$ cat config.mk
export PLATFORM = sky130hd
export DESIGN_NAME = serv_bus_arb_sram
export DESIGN_NICKNAME = d
export VERILOG_FILES = /design/src/rtl/serv_bus_arb_sram.sv
export SDC_FILE = /design/constraint.sdc
export NUM_CORES = 1
export LEC_CHECK = 0
export ABC_AREA = 1
export BUFFER_PORTS_ARGS = -buffer_cell sky130_fd_sc_hd__buf_2
export CAP_MARGIN = 10
export CORE_MARGIN = 3
export CORE_UTILIZATION = 43
export CTS_BUF_LIST = sky130_fd_sc_hd__clkbuf_8
export DETAILED_ROUTE_END_ITERATION = 12
export PLACE_DENSITY = 0.89
export SLEW_MARGIN = 20
export SYNTH_ARGS = -nofsm -noshare
export SYNTH_HDL_FRONTEND = slang
export SYNTH_SLANG_ARGS = --single-unit
export TNS_END_PERCENT = 30
$ cat constraint.sdc
create_clock -name i_clk -period 1.77 [get_ports i_clk]
set_input_delay 0.354 -clock i_clk [delete_from_list [all_inputs] [get_ports i_clk]]
set_output_delay 0.354 -clock i_clk [all_outputs]
set_load 0.01 [all_outputs]
$ cat src/rtl/serv_bus_arb_sram.sv
// rtl/serv_bus_arb_sram.sv - SERV ibus/dbus arbiter onto one synchronous single-port SRAM
`timescale 1ns/1ps
module serv_bus_arb_sram #(
  parameter int AW     = 12,
  parameter int RD_LAT = 1
) (
  input  logic          i_clk,
  input  logic          i_rst_n,
  input  logic [31:0]   i_ibus_adr,
  input  logic          i_ibus_cyc,
  output logic [31:0]   o_ibus_rdt,
  output logic          o_ibus_ack,
  input  logic [31:0]   i_dbus_adr,
  input  logic [31:0]   i_dbus_dat,
  input  logic [3:0]    i_dbus_sel,
  input  logic          i_dbus_we,
  input  logic          i_dbus_cyc,
  output logic [31:0]   o_dbus_rdt,
  output logic          o_dbus_ack,
  output logic [AW-1:0] o_mem_addr,
  output logic          o_mem_en,
  output logic [3:0]    o_mem_we,
  output logic [31:0]   o_mem_wdata,
  input  logic [31:0]   i_mem_rdata
);

  if (RD_LAT < 1 || RD_LAT > 4) begin : g_bad_rd_lat
    $error("serv_bus_arb_sram: RD_LAT must be in 1..4");
  end
  if (AW < 1 || AW > 29) begin : g_bad_aw
    $error("serv_bus_arb_sram: AW must be in 1..29");
  end

  localparam logic [1:0] LAT_M1 = 2'(RD_LAT - 1);

  typedef enum logic [1:0] {S_IDLE, S_ISSUE, S_WAIT, S_ACK} state_t;

  state_t      state, state_nxt;
  logic        gnt_d, req_we, req_map;
  logic [1:0]  cnt;

  // Arbitration view of the request presented this cycle; dbus has priority
  logic        grant_d;
  logic [31:2] gnt_adr;
  logic        gnt_we;
  logic        gnt_map;
  logic        any_req;
  logic        unused_adr_lsb;

  assign grant_d        = i_dbus_cyc;
  assign any_req        = i_dbus_cyc | i_ibus_cyc;
  assign gnt_adr        = grant_d ? i_dbus_adr[31:2] : i_ibus_adr[31:2];
  assign gnt_we         = grant_d & i_dbus_we;
  assign gnt_map        = (gnt_adr[31:AW+2] == '0);
  assign unused_adr_lsb = ^{i_ibus_adr[1:0], i_dbus_adr[1:0]};

  // Next values of the registered outputs
  logic          iack_nxt, dack_nxt, mem_en_nxt;
  logic [31:0]   irdt_nxt, drdt_nxt, mem_wdata_nxt, rd_data;
  logic [3:0]    mem_we_nxt;
  logic [AW-1:0] mem_addr_nxt;

  // State register plus the context of the granted access and the latency counter
  always_ff @(posedge i_clk or negedge i_rst_n) begin
    if (!i_rst_n) begin
      state   <= S_IDLE;
      gnt_d   <= 1'b0;
      req_we  <= 1'b0;
      req_map <= 1'b0;
      cnt     <= 2'd0;
    end else begin
      state <= state_nxt;
      if (state == S_IDLE) begin
        gnt_d   <= grant_d;
        req_we  <= gnt_we;
        req_map <= gnt_map;
      end
      if (state == S_ISSUE) cnt <= 2'd0;
      else if (state == S_WAIT) cnt <= cnt + 2'd1;
    end
  end

  // Next-state logic; a granted access always runs through to its ack
  always_comb begin
    state_nxt = state;
    case (state)
      S_IDLE:  if (any_req) state_nxt = S_ISSUE;
      S_ISSUE: state_nxt = (req_map && !req_we) ? S_WAIT : S_ACK;
      S_WAIT:  if (cnt == LAT_M1) state_nxt = S_ACK;
      S_ACK:   state_nxt = S_IDLE;
      default: state_nxt = S_IDLE;
    endcase
  end

  // Output logic: SRAM strobe is prepared on grant, ack and read data on entry to ACK
  always_comb begin
    iack_nxt      = 1'b0;
    dack_nxt      = 1'b0;
    mem_en_nxt    = 1'b0;
    mem_we_nxt    = 4'b0;
    mem_addr_nxt  = o_mem_addr;
    mem_wdata_nxt = o_mem_wdata;
    irdt_nxt      = o_ibus_rdt;
    drdt_nxt      = o_dbus_rdt;
    rd_data       = (state == S_WAIT) ? i_mem_rdata : 32'h0;
    if (state == S_IDLE && any_req && gnt_map) begin
      mem_en_nxt   = 1'b1;
      mem_we_nxt   = gnt_we ? i_dbus_sel : 4'b0;
      mem_addr_nxt = gnt_adr[AW+1:2];
      if (grant_d) mem_wdata_nxt = i_dbus_dat;
    end
    if (state != S_ACK && state_nxt == S_ACK) begin
      if (gnt_d) dack_nxt = 1'b1;
      else       iack_nxt = 1'b1;
      if (!req_we) begin
        if (gnt_d) drdt_nxt = rd_data;
        else       irdt_nxt = rd_data;
      end
    end
  end

  // Output registers; an access cut short by reset never produces an ack
  always_ff @(posedge i_clk or negedge i_rst_n) begin
    if (!i_rst_n) begin
      o_ibus_ack  <= 1'b0;
      o_dbus_ack  <= 1'b0;
      o_ibus_rdt  <= 32'h0;
      o_dbus_rdt  <= 32'h0;
      o_mem_en    <= 1'b0;
      o_mem_we    <= 4'b0;
      o_mem_addr  <= '0;
      o_mem_wdata <= 32'h0;
    end else begin
      o_ibus_ack  <= iack_nxt;
      o_dbus_ack  <= dack_nxt;
      o_ibus_rdt  <= irdt_nxt;
      o_dbus_rdt  <= drdt_nxt;
      o_mem_en    <= mem_en_nxt;
      o_mem_we    <= mem_we_nxt;
      o_mem_addr  <= mem_addr_nxt;
      o_mem_wdata <= mem_wdata_nxt;
    end
  end

endmodule

## Word level (Yosys, flattened, before mapping)

Index checks and enable logic that the tools add are counted.

| storage, ports and cells | value |
|---|---|
| output and inout bits | 115 |
| word-level logic and storage cells | 50 |
| bits of input ports | 137 |
| register bits | 122 |

| operators by class | value |
|---|---|
| eq/ne operators | 5 |
| reduce and logical (&&, ||, !) cells | 12 |
| $add $sub $neg | 1 |
| bitwise logic cells | 4 |
| muxes and demuxes | 15 |

Operators by type and width:

| kind | count |
|---|---|
| $mux 32 | 1 |
| $mux 30 | 1 |
| $logic_not 18->1 | 1 |
| $mux 2 | 4 |
| $mux 4 | 2 |
| $pmux 2 s4 | 1 |
| $eq 2x2->1 const B | 3 |
| $mux 1 | 6 |
| $reduce_and 3->1 | 2 |
| $logic_and 1x1->1 | 4 |
| $logic_not 2->1 | 2 |
| $add 2x1->2 const B | 1 |
| $eq 2x1->1 const B | 1 |
| $ne 2x2->1 const B | 1 |
| $not 1->1 | 2 |
| $reduce_and 2->1 | 1 |
| $reduce_bool 2->1 | 1 |
| $and 1x1->1 | 1 |
| $logic_not 1->1 | 1 |
| $or 1x1->1 | 1 |

## Depth between registers and ports, before layout

Gate-level depths: netlist of run 1.

| logic depth | value |
|---|---|
| word-level depth | 7 |
| depth in mapped cells | 12 |
| gate-level depth less buffers | 9 |

## Worst setup path after synthesis of run 1

OpenSTA, ideal clock, no wires.

| timing path | value |
|---|---|
| path type | flip-flop to flip-flop |
| start | register state[0] |
| end | register o_dbus_rdt[19] |
| period minus slack after synthesis | 1,659 ps |
| setup slack | 111 ps |
| cell stages (with the launch flop) | 9 |
| setup time | 126 ps |
| buffers on the path | 1 |
| required time | 1,644 ps |
| data arrival time | 1,533 ps |
| path through | dfrtp_1 inv_1 ha_1 inv_1 nor2_2 nand4_4 buf_2 nand2_1 o21ai_0 |

| between the ends | value |
|---|---|
| cells in the longest elaborated chain, start to end | 5 |
| elaborated cells between the ends (all ways) | 12 |
| those cells by class | eq/ne: 5; mux: 4; reduce/logical: 3 |

RTL lines:

| element | line | source |
|---|---|---|
| start, declared | 38 | `state_t state, state_nxt;` |
| start signal, assigned | 72 | `state <= state_nxt;` |
| $eq 2x2->1, or another cell as far along | 86 | `case (state)` |
| $pmux 2 s4 (*) | 86 |  |
| named net state_nxt[1] | 38 |  |
| $eq 2x2->1 (*) | 112 | `if (state != S_ACK && state_nxt == S_ACK) begin` |
| $logic_and 1x1->1 (*) | 112 |  |
| $reduce_and 3->1 (no source line) (*) | -- |  |
| end signal, assigned | 137 | `o_dbus_rdt <= drdt_nxt;` |
| end, declared | 18 | `output logic [31:0] o_dbus_rdt,` |

The timed path passes the listed nets; every way through them passes the cells marked *.
A chain may end at the register's enable or synchronous reset.

## Worst setup path in the final report of run 1

| timing path | value |
|---|---|
| start | register state[0] |
| end | register o_dbus_rdt[3] |

| between the ends | value |
|---|---|
| cells in the longest elaborated chain, start to end | 5 |
| elaborated cells between the ends (all ways) | 12 |
| those cells by class | eq/ne: 5; mux: 4; reduce/logical: 3 |

RTL lines:

| element | line |
|---|---|
| $eq 2x2->1, or another cell as far along | 86 |
| $pmux 2 s4 | 86 |
| $eq 2x2->1 | 112 |
| $logic_and 1x1->1 | 112 |
| $reduce_and 3->1 (no source line) | -- |

Several ways; a longest one is shown, not always the timed one.

==> results of run 1 <==
[placed cells by master (no fill, tap or decap)]
cell type and instances:
o21ai_2 3, bufinv_16 3, clkbuf_16 5, ha_1 2
buf_2 246, nand2_4 1, ha_2 2, clkinv_4 1
nor2_1 24, ha_4 2, nand3b_1 1, o21ai_1 22
clkinv_2 2, nand2_1 239, nor2_4 2, inv_6 1
buf_12 8, nor3_1 2, clkbuf_8 21, nand4_4 2
inv_2 3, dlygate4sd3_1 1, and2_1 1, buf_4 16
buf_6 4, dfrtp_1 122, nor2_2 5, clkinvlp_4 3
o21ai_0 46, inv_1 10, nand3_1 49
[layout make-up]
| class | instances | share of cell area |
|---|---|---|
| clock buffers | 21 | 0.0399 |
| clock inverters | 10 | 0.0194 |
| inverters | 13 | 0.00674 |
| multi-input cells | 403 | 0.254 |
| flip-flops and latches | 122 | 0.422 |
| well taps | 143 | 0.0247 |
| repair buffers | 280 | 0.234 |
[critical path, delay by kind of cell, from the launching register on]
kind	cells	cell delay, ns
buffers and inverters	5	0.66
AND/OR/NAND/NOR	2	0.24
AO/OA/AOI/OAI	1	0.16
adder cells (fa/ha/maj)	1	0.17
flip-flops	1	0.39
[flip-flops by register name, summed over array words and instances, names as in the netlist, 2 cells and up]
name         count
o_dbus_rdt      32
o_ibus_rdt      32
o_mem_wdata     32
o_mem_addr      12
o_mem_we         4
cnt              2
state            2
[through the flow]
stage / setup WS (ns) / utilization / cell area [µm²] / hold WS (ns)
after floorplan: 0.111 / - / 5070 / 0.0584
after global placement: -0.0898 / 0.572 / 6550 / 0.384
after detailed placement: -0.191 / 0.572 / 6550 / 0.389
after CTS: 0.0287 / 0.610 / 7000 / 0.145
after global routing: -0.0166 / 0.631 / 7240 / 0.137
final: 0.0604 / 0.631 / 7240 / 0.166
[Yosys cell counts (all sizes together)]
| master | number |
|---|---|
| clkbuf | 15 |
| ha | 6 |
| buf | 17 |
| o21ai | 71 |
| nand2 | 240 |
| dfrtp | 122 |
| nand3b | 1 |
| and2 | 1 |
| nand4 | 2 |
| nor3 | 2 |
| nand3 | 49 |
| nor2 | 31 |
| inv | 13 |
[per-layer routing]
layer | track usage | vias to the layer above | part of all wire
li1 | - | 2356 | -
met1 | 0.252 | 2249 | 0.39
met2 | 0.349 | 263 | 0.51
met3 | 0.0555 | 18 | 0.091
met4 | 0.0530 | 0 | 0.014
met5 | 0 | - | 0
[where the power goes]
part	leakage (nW)	internal, W	switching, W	total (W)
sequential	1.67	0.00334	0.000303	0.00364
clock	0.210	0.00154	0.00108	0.00262
combinational	2.28	0.00156	0.00213	0.00370
[kinds of logic after synthesis]
| family | Yosys count | synth area share |
|---|---|---|
| AO/OA/AOI/OAI | 71 | 0.0701 |
| AND/OR/NAND/NOR | 326 | 0.267 |
| flip-flops | 122 | 0.602 |
| buffers and inverters | 45 | 0.0464 |
| adder cells (fa/ha/maj) | 6 | 0.0148 |
[worst paths after layout]
check | slack [ns] | from | to
min in group asynchronous | 0.51 | i_rst_n | o_ibus_rdt[19]
worst min-delay path | 0.17 | i_dbus_dat[1] | o_mem_wdata[1]
worst max register to register | 0.06 | state[0] | o_dbus_rdt[3]
max in group asynchronous | 0.95 | i_rst_n | o_mem_wdata[9]
worst max-delay path | 0.06 | state[0] | o_dbus_rdt[3]
worst min register to register | 0.46 | gnt_d | o_ibus_ack
[timing repair]
action / 4_1_cts / 5_1_grt
setup buffers: 0 / 3
hold buffers: 1 / 0
endpoints found under the setup margin: 18 / 70
gates resized for setup: 2 / 24
cloned: 0 / 7
pin swaps: 0 / 2
endpoints found under the hold margin: 122 / 0
==> results.py, run 1 <==
metrics = {
    "outcome": {
        "outcome": "completed",
    },
    "layout": {
        "stdcell_count": 992,
        "nets": 980,
        "antenna_cells": 0,
        "nFillCells": 960,
        "register_area_um2": 3050,
        "syn_to_final_growth_pct": 42.7,
        "drive_gt1_frac": 0.389,
        "multiInputGateArea_um2": 1840,
    },
    "clock_network": {
        "htree_levels": 4,
        "cts.sinks": 122,
        "cts_buffers": 17,
        "clk_latency_ns": 0.41,
        "ctsRootBufferMaster": "clkbuf_8",
        "cts_tree": "yes",
        "clkTransAtPathRegs_ns": 0.08,
        "cts_buffer_depth": 2,
    },
    "routing": {
        "remaining_drc_errors": 0,
        "drt_iter0_drc": 552,
        "drt-total-wl_mm": 14.7,
        "firstDrtPassIters": 5,
        "wl_per_cell_um": 14.8,
        "vias": 4886,
        "drtAntennaViolNets": 0,
        "viasPerCell": 4.93,
    },
    "grt": {
        "grt_usage": 0.203,
        "grt_pass1_wl_mm": 21.4,
        "grt_max_degree": 65,
        "grt_overflow_total": 0,
        "antenna_found_initial": 0,
        "grt_pass1_vias": 4519,
    },
    "pwr": {
        "power_w": 0.00996,
        "pwr_density_cell_nw_per_um2": 1380,
        "p_leak_nw": 4.15,
        "peakVddDrop_uv": 1110,
    },
    "setup_path": {
        "crit_slowest_cell": "dfrtp_1",
        "cp-start-kind": "flop",
        "critPathKind": "reg2reg",
        "path_cells": "inv_2 > buf_6 > ha_2 > nand3b_1 > buf_4 > nand4_4 > buf_12 > clkbuf_16 > o21ai_0",
        "max_stage_delay_ns": 0.39,
        "critPathArrivalTime_ns": 2.02,
        "cp-end-kind": "flop",
        "required_ns": 2.08,
        "cp_max_fo": 9,
        "ff2ff_path_depth": 9,
    },
    "synthesis": {
        "synth-seq-cells": 122,
        "syn_inst": 570,
        "synth.distinct_cells": 20,
        "syn_nets": 713,
        "synthTopCellsByArea": "dfrtp_1 (60%), nand2_1 (18%), o21ai_0 (5.5%)",
        "yosysWarningCount": 0,
        "synth_top_area_frac": 0.602,
        "synth_top_area_cell": "dfrtp_1",
        "syn_area_per_cell_um2": 8.89,
        "ys_seq_area_frac": 0.602,
        "synth_area_um2": 5070,
    },
    "timing": {
        "tns_ns": 0,
        "finalSetupViolCount": 0,
        "max_slew_margin": 0.751,
        "hold_viol_final": 0,
        "max_freq_mhz": 585,
        "period_needed_ns": 1.71,
        "tightest_slew_ns": 0.373,
        "fin_skew_ns": 0.0142,
        "finalCritPeriodShare": 0.966,
        "final-max-slew-violation-count": 0,
    },
    "die": {
        "row_count": 39,
        "dieHeight_um": 115,
        "core_area_um2": 11500,
        "die-area_um2": 13100,
        "start_util": 0.442,
        "io_pins": 252,
        "chipWidth_um": 115,
    },
    "hold_path": {
        "hold_class": "in2reg",
        "hold_depth": 3,
    },
    "run": {
        "cap_violations": 0,
    },
    "place": {
        "dp_hpwl_mm": 10.1,
        "port_buffers": 247,
        "dp.cells": 950,
        "place_congestion": 0.825,
    },
}
Note: power is estimated with default switching activity, not from simulation.
==> run 2, diff against run 1 <==
CORE_UTILIZATION = 45   (was 43)
clock period = 2.2 ns   (was 1.77 ns; I/O delays follow)
==> results.py, run 2 (synthesis gave the netlist of run 1 again) <==
metrics = {
    "setup_path": {
        "crit_slowest_cell": "dfrtp_1",
        "max_stage_delay_ns": 0.40,
        "cp-start-kind": "flop",
        "startpoint": "state[0]",
        "r2r_setup_slack_ns": 0.30,
        "critPathKind": "reg2reg",
        "r2r_end": "o_dbus_rdt[15]",
        "ff2ff_path_depth": 8,
        "reg2reg_from": "state[0]",
        "critical_path.endpoint": "o_dbus_rdt[15]",
        "cp-end-kind": "flop",
        "cp_max_fo": 14,
        "path_cells": "inv_1 > ha_1 > inv_1 > nor2_2 > nand4_4 > buf_4 > nand2_1 > o21ai_0",
        "required_ns": 2.48,
        "path_common_cell": "inv_1",
        "critPathArrivalTime_ns": 2.18,
    },
    "routing": {
        "drtAntennaViolNets": 0,
        "wl_per_cell_um": 13.9,
        "viasPerCell": 4.83,
        "remaining_drc_errors": 0,
        "vias": 4677,
        "firstDrtPassIters": 4,
        "drt_iter0_drc": 403,
        "drt-total-wl_mm": 13.5,
    },
    "clock_network": {
        "clkTransAtPathRegs_ns": 0.07,
        "cts_tree": "yes",
        "clk_latency_ns": 0.41,
        "cts.sinks": 122,
        "ctsRootBufferMaster": "clkbuf_8",
        "cts_buffers": 17,
        "cts_buffer_depth": 2,
        "htree_levels": 4,
    },
    "layout": {
        "final_common_cell": "buf_2",
        "reg_top3": "o_dbus_rdt x32, o_ibus_rdt x32, o_mem_wdata x32",
        "nets": 961,
        "finalInstanceArea_um2": 6860,
        "antenna_cells": 0,
        "finalCoreUtilization": 0.627,
        "syn_to_final_growth_pct": 35.2,
        "drive_gt1_frac": 0.359,
        "final_cell_mix": "buf_2 (246), nand2_1 (239), dfrtp_1 (122), o21ai_0 (56), nand3_1 (49)",
    },
    "place": {
        "place_congestion": 0.802,
        "port_buffers": 247,
        "placed_area_um2": 6450,
        "dp_hpwl_mm": 9.95,
    },
    "pwr": {
        "pwr_density_cell_nw_per_um2": 1040,
        "peakVddDrop_uv": 654,
        "p_leak_nw": 3.99,
    },
    "outcome": {
        "outcome": "completed",
    },
    "die": {
        "die-area_um2": 12600,
        "io_pins": 252,
        "row_count": 38,
        "start_util": 0.464,
        "chipWidth_um": 112,
        "core_area_um2": 10900,
        "dieHeight_um": 112,
    },
    "timing": {
        "rsz0062_at_grt": "false",
        "finalCritPeriodShare": 0.866,
        "max_freq_mhz": 525,
        "tightest_slew_ns": 0.372,
        "period_needed_ns": 1.90,
        "final-max-slew-violation-count": 0,
        "hold_viol_final": 0,
        "tns_ns": 0,
        "max_slew_margin": 0.752,
        "finalSetupViolCount": 0,
        "fin_skew_ns": 0.00890,
    },
    "grt": {
        "grt_usage": 0.217,
        "grt_pass1_vias": 4545,
        "grt_overflow_total": 0,
        "antenna_found_initial": 0,
        "grt_max_degree": 65,
        "grt_pass1_wl_mm": 21.8,
    },
    "run": {
        "cap_violations": 0,
    },
    "hold_path": {
        "hold_class": "in2reg",
    },
}
==> run 2: critical path, delay by kind of cell (launching register included) <==
kind	cells	cell delay [ns]
and+or+nand+nor	3	0.47
DFF	1	0.40
adders and majority gates	1	0.39
AOI/OAI and AO/OA	1	0.10
buffers and inverters	3	0.41
==> run 2: worst min-delay path by stage <==
stage                         from              end  depth (start not counted)
floorplan                  i_rst_n           cnt[0]                          0
global placement           i_rst_n    o_ibus_rdt[0]                          1
detailed placement         i_rst_n    o_ibus_rdt[0]                          1
CTS                 i_dbus_dat[24]  o_mem_wdata[24]                          3
global route         i_dbus_sel[3]      o_mem_we[3]                          3
finish              i_dbus_dat[30]  o_mem_wdata[30]                          3
==> run 2: layout make-up <==
type | instances | area [µm²]
clock buffer | 21 | 289
clock inverter | 9 | 98.8
fill | 921 | 4080
inverter | 13 | 48.8
multi-input combinational | 403 | 1780
sequential | 122 | 3050
tap | 140 | 175
timing repair buffer | 261 | 1410
==> run 2: what timing repair did <==
item / in CTS / in global routing
buffers inserted: 0 / 1
setup endpoints to repair: 0 / 5
endpoints found under the hold margin: 26 / 0
hold buffers: 1 / 0
gates resized for setup: 0 / 0
==> run 2: report_power, final <==
group | leakage (nW) | switching (W) | internal, W
Sequential | 1.67 | 0.000232 | 0.00269
Clock | 0.206 | 0.000826 | 0.00110
Combinational | 2.12 | 0.00147 | 0.000839
==> run 2: stage by stage <==
| step | hold WS (ns) | total power (W) | std cells | setup WS, ns |
|---|---|---|---|---|
| 6_report | 0.254 | 0.00716 | 969 | 0.295 |
| 5_1_grt | 0.228 | 0.00767 | 969 | 0.115 |
| 4_1_cts | 0.216 | 0.00722 | 968 | 0.102 |
| 3_5_place_dp | 0.381 | 0.00526 | 937 | 0.151 |
| 3_3_place_gp | 0.383 | 0.00515 | 937 | 0.173 |
| 2_1_floorplan | 0.144 | 0.00432 | 570 | 0.541 |
==> run 2: per-layer routing <==
metal  track usage  wire length [µm]  vias up
li1              -                 -     2314
met1         0.274              5540     2117
met2         0.356              6580      224
met3        0.0647              1070       22
met4        0.0785               283        0
met5             0                 0        -
==> run 3, diff against run 2 <==
CORE_UTILIZATION = 40   (was 45)
CTS_BUF_LIST = unset   (was sky130_fd_sc_hd__clkbuf_8)
PLACE_DENSITY = 0.81   (was 0.89)
==> results.py, run 3 (synthesis gave the netlist of run 1 again) <==
metrics = {
    "hold_path": {
        "hold_class": "in2async",
    },
    "setup_path": {
        "ff2ff_path_depth": 7,
        "r2r_end": "o_dbus_rdt[16]",
        "cp-start-kind": "flop",
        "cp-end-kind": "flop",
        "critical_path.endpoint": "o_dbus_rdt[16]",
        "startpoint": "state[0]",
        "cp_max_fo": 64,
        "required_ns": 2.50,
        "r2r_setup_slack_ns": 0.31,
        "critPathArrivalTime_ns": 2.19,
        "critPathKind": "reg2reg",
        "reg2reg_from": "state[0]",
    },
    "timing": {
        "finalSetupViolCount": 0,
        "tns_ns": 0,
        "period_needed_ns": 1.89,
        "tightest_slew_ns": 0.527,
        "hold_viol_final": 0,
        "fin_skew_ns": 0.00751,
        "max_freq_mhz": 528,
        "max_slew_margin": 0.649,
        "rsz0062_at_grt": "false",
        "timing.hold.ws_ns": 0.0183,
        "fin_ws_ns": 0.307,
        "final-max-slew-violation-count": 0,
        "finalCritPeriodShare": 0.861,
    },
    "routing": {
        "drt_iter0_drc": 390,
        "met1_length_mm": 5.60,
        "wl_met2_mm": 6.74,
        "remaining_drc_errors": 0,
        "vias": 4724,
        "firstDrtPassIters": 5,
        "drtAntennaViolNets": 0,
        "drt-total-wl_mm": 13.7,
        "top_layer": "met4",
        "viasPerCell": 4.73,
        "wl_per_cell_um": 13.7,
        "route.met3.wl_mm": 1.10,
    },
    "grt": {
        "grt_pass1_wl_mm": 22.2,
        "grt_max_degree": 65,
        "antenna_found_initial": 0,
        "grt_usage": 0.197,
        "grt_pass1_vias": 4646,
        "grt_overflow_total": 0,
    },
    "clock_network": {
        "cts.sinks": 122,
        "post_cts_resized": 0,
        "cts_buffer_depth": 2,
        "cts_tree": "yes",
        "clkTransAtPathRegs_ns": 0.05,
        "ctsRootBufferMaster": "clkbuf_16",
        "clk_latency_ns": 0.41,
        "cts_setup_buffers": 0,
        "cts_buffers": 17,
        "htree_levels": 4,
        "hold_buffers": 0,
    },
    "die": {
        "start_util": 0.415,
        "io_pins": 252,
        "die-area_um2": 14100,
        "dieHeight_um": 119,
        "core_area_um2": 12200,
        "row_count": 40,
        "chipWidth_um": 119,
    },
    "place": {
        "port_buffers": 247,
        "dp_hpwl_mm": 9.95,
        "pre_cts_ws_ns": 0.250,
        "place_congestion": 0.791,
    },
    "layout": {
        "finalCoreUtilization": 0.580,
        "final_common_cell": "buf_2",
        "syn_to_final_growth_pct": 39.7,
        "drive_gt1_frac": 0.362,
        "nets": 961,
        "final_cell_mix": "buf_2 (246), nand2_1 (239), dfrtp_1 (122), o21ai_0 (56), nand3_1 (49)",
        "antenna_cells": 0,
        "reg_top3": "o_dbus_rdt x32, o_ibus_rdt x32, o_mem_wdata x32",
        "nFillCells": 1110,
    },
    "pwr": {
        "pwr_density_cell_nw_per_um2": 1120,
        "peakVddDrop_uv": 544,
        "p_leak_nw": 4.07,
    },
    "run": {
        "cap_violations": 0,
    },
    "outcome": {
        "outcome": "completed",
    },
}
==> run 3: cell types whose count changed in the layout (fill, tap and decap cells not counted) <==
cell           change
clkinv_2           +2
bufinv_16          +1
clkbuf_8          -20
clkbuf_1           +2
clkinv_4           -1
clkinvlp_4         +2
dlygate4sd3_1      -1
buf_12             -1
inv_1              -2
inv_6              +1
clkbuf_16         +17
buf_4              +2
==> run 3: per-stage QoR <==
stage | cell area [µm²] | cells | total power, W
floorplan | 5070 | 570 | 0.00432
global placement | 6490 | 967 | 0.00515
CTS | 7080 | 999 | 0.00803
detailed placement | 6490 | 967 | 0.00522
finish | 7080 | 999 | 0.00793
global route | 7080 | 999 | 0.00844
==> run 3: how the worst min path moves through the flow <==
stage | startpoint | to | slack, ns
final | i_rst_n | o_mem_wdata[3] | 0.02
after global routing | i_rst_n | o_mem_wdata[3] | 0.03
after CTS | i_rst_n | o_mem_wdata[3] | 0.01
after detailed placement | i_rst_n | o_mem_wdata[3] | 0.45
after global placement | gnt_d | o_ibus_ack | 0.44
after floorplan | i_rst_n | cnt[0] | 0.14
==> run 3: final cells by class <==
| type | instances | area (µm²) | area share |
|---|---|---|---|
| clock buffers | 20 | 447 | 0.0631 |
| clock inverters | 12 | 146 | 0.0207 |
| inverters | 13 | 48.8 | 0.00689 |
| multi-input cells | 403 | 1780 | 0.252 |
| flip-flops and latches | 122 | 3050 | 0.431 |
| well taps | 168 | 210 | 0.0297 |
| repair buffers | 261 | 1390 | 0.197 |
==> run 3: layer usage <==
layer,GRT usage,up-vias
li1,-,2318
met1,0.235,2154
met2,0.333,231
met3,0.0574,21
met4,0.0818,0
met5,0,-
==> run 3: where the power goes <==
group          internal, W  switching, W  total (W)
clock              0.00180      0.000956    0.00276
sequential         0.00269      0.000228    0.00292
combinational     0.000808       0.00145    0.00225
==> run 3: worst max-delay path, cell delays in order (launching register included) <==
cell     delay (ns)
dfrtp_1        0.40
inv_1          0.11
ha_1           0.37
inv_1          0.07
nor2_2         0.22
nand4_4        0.14
buf_12         0.21
o21ai_0        0.25
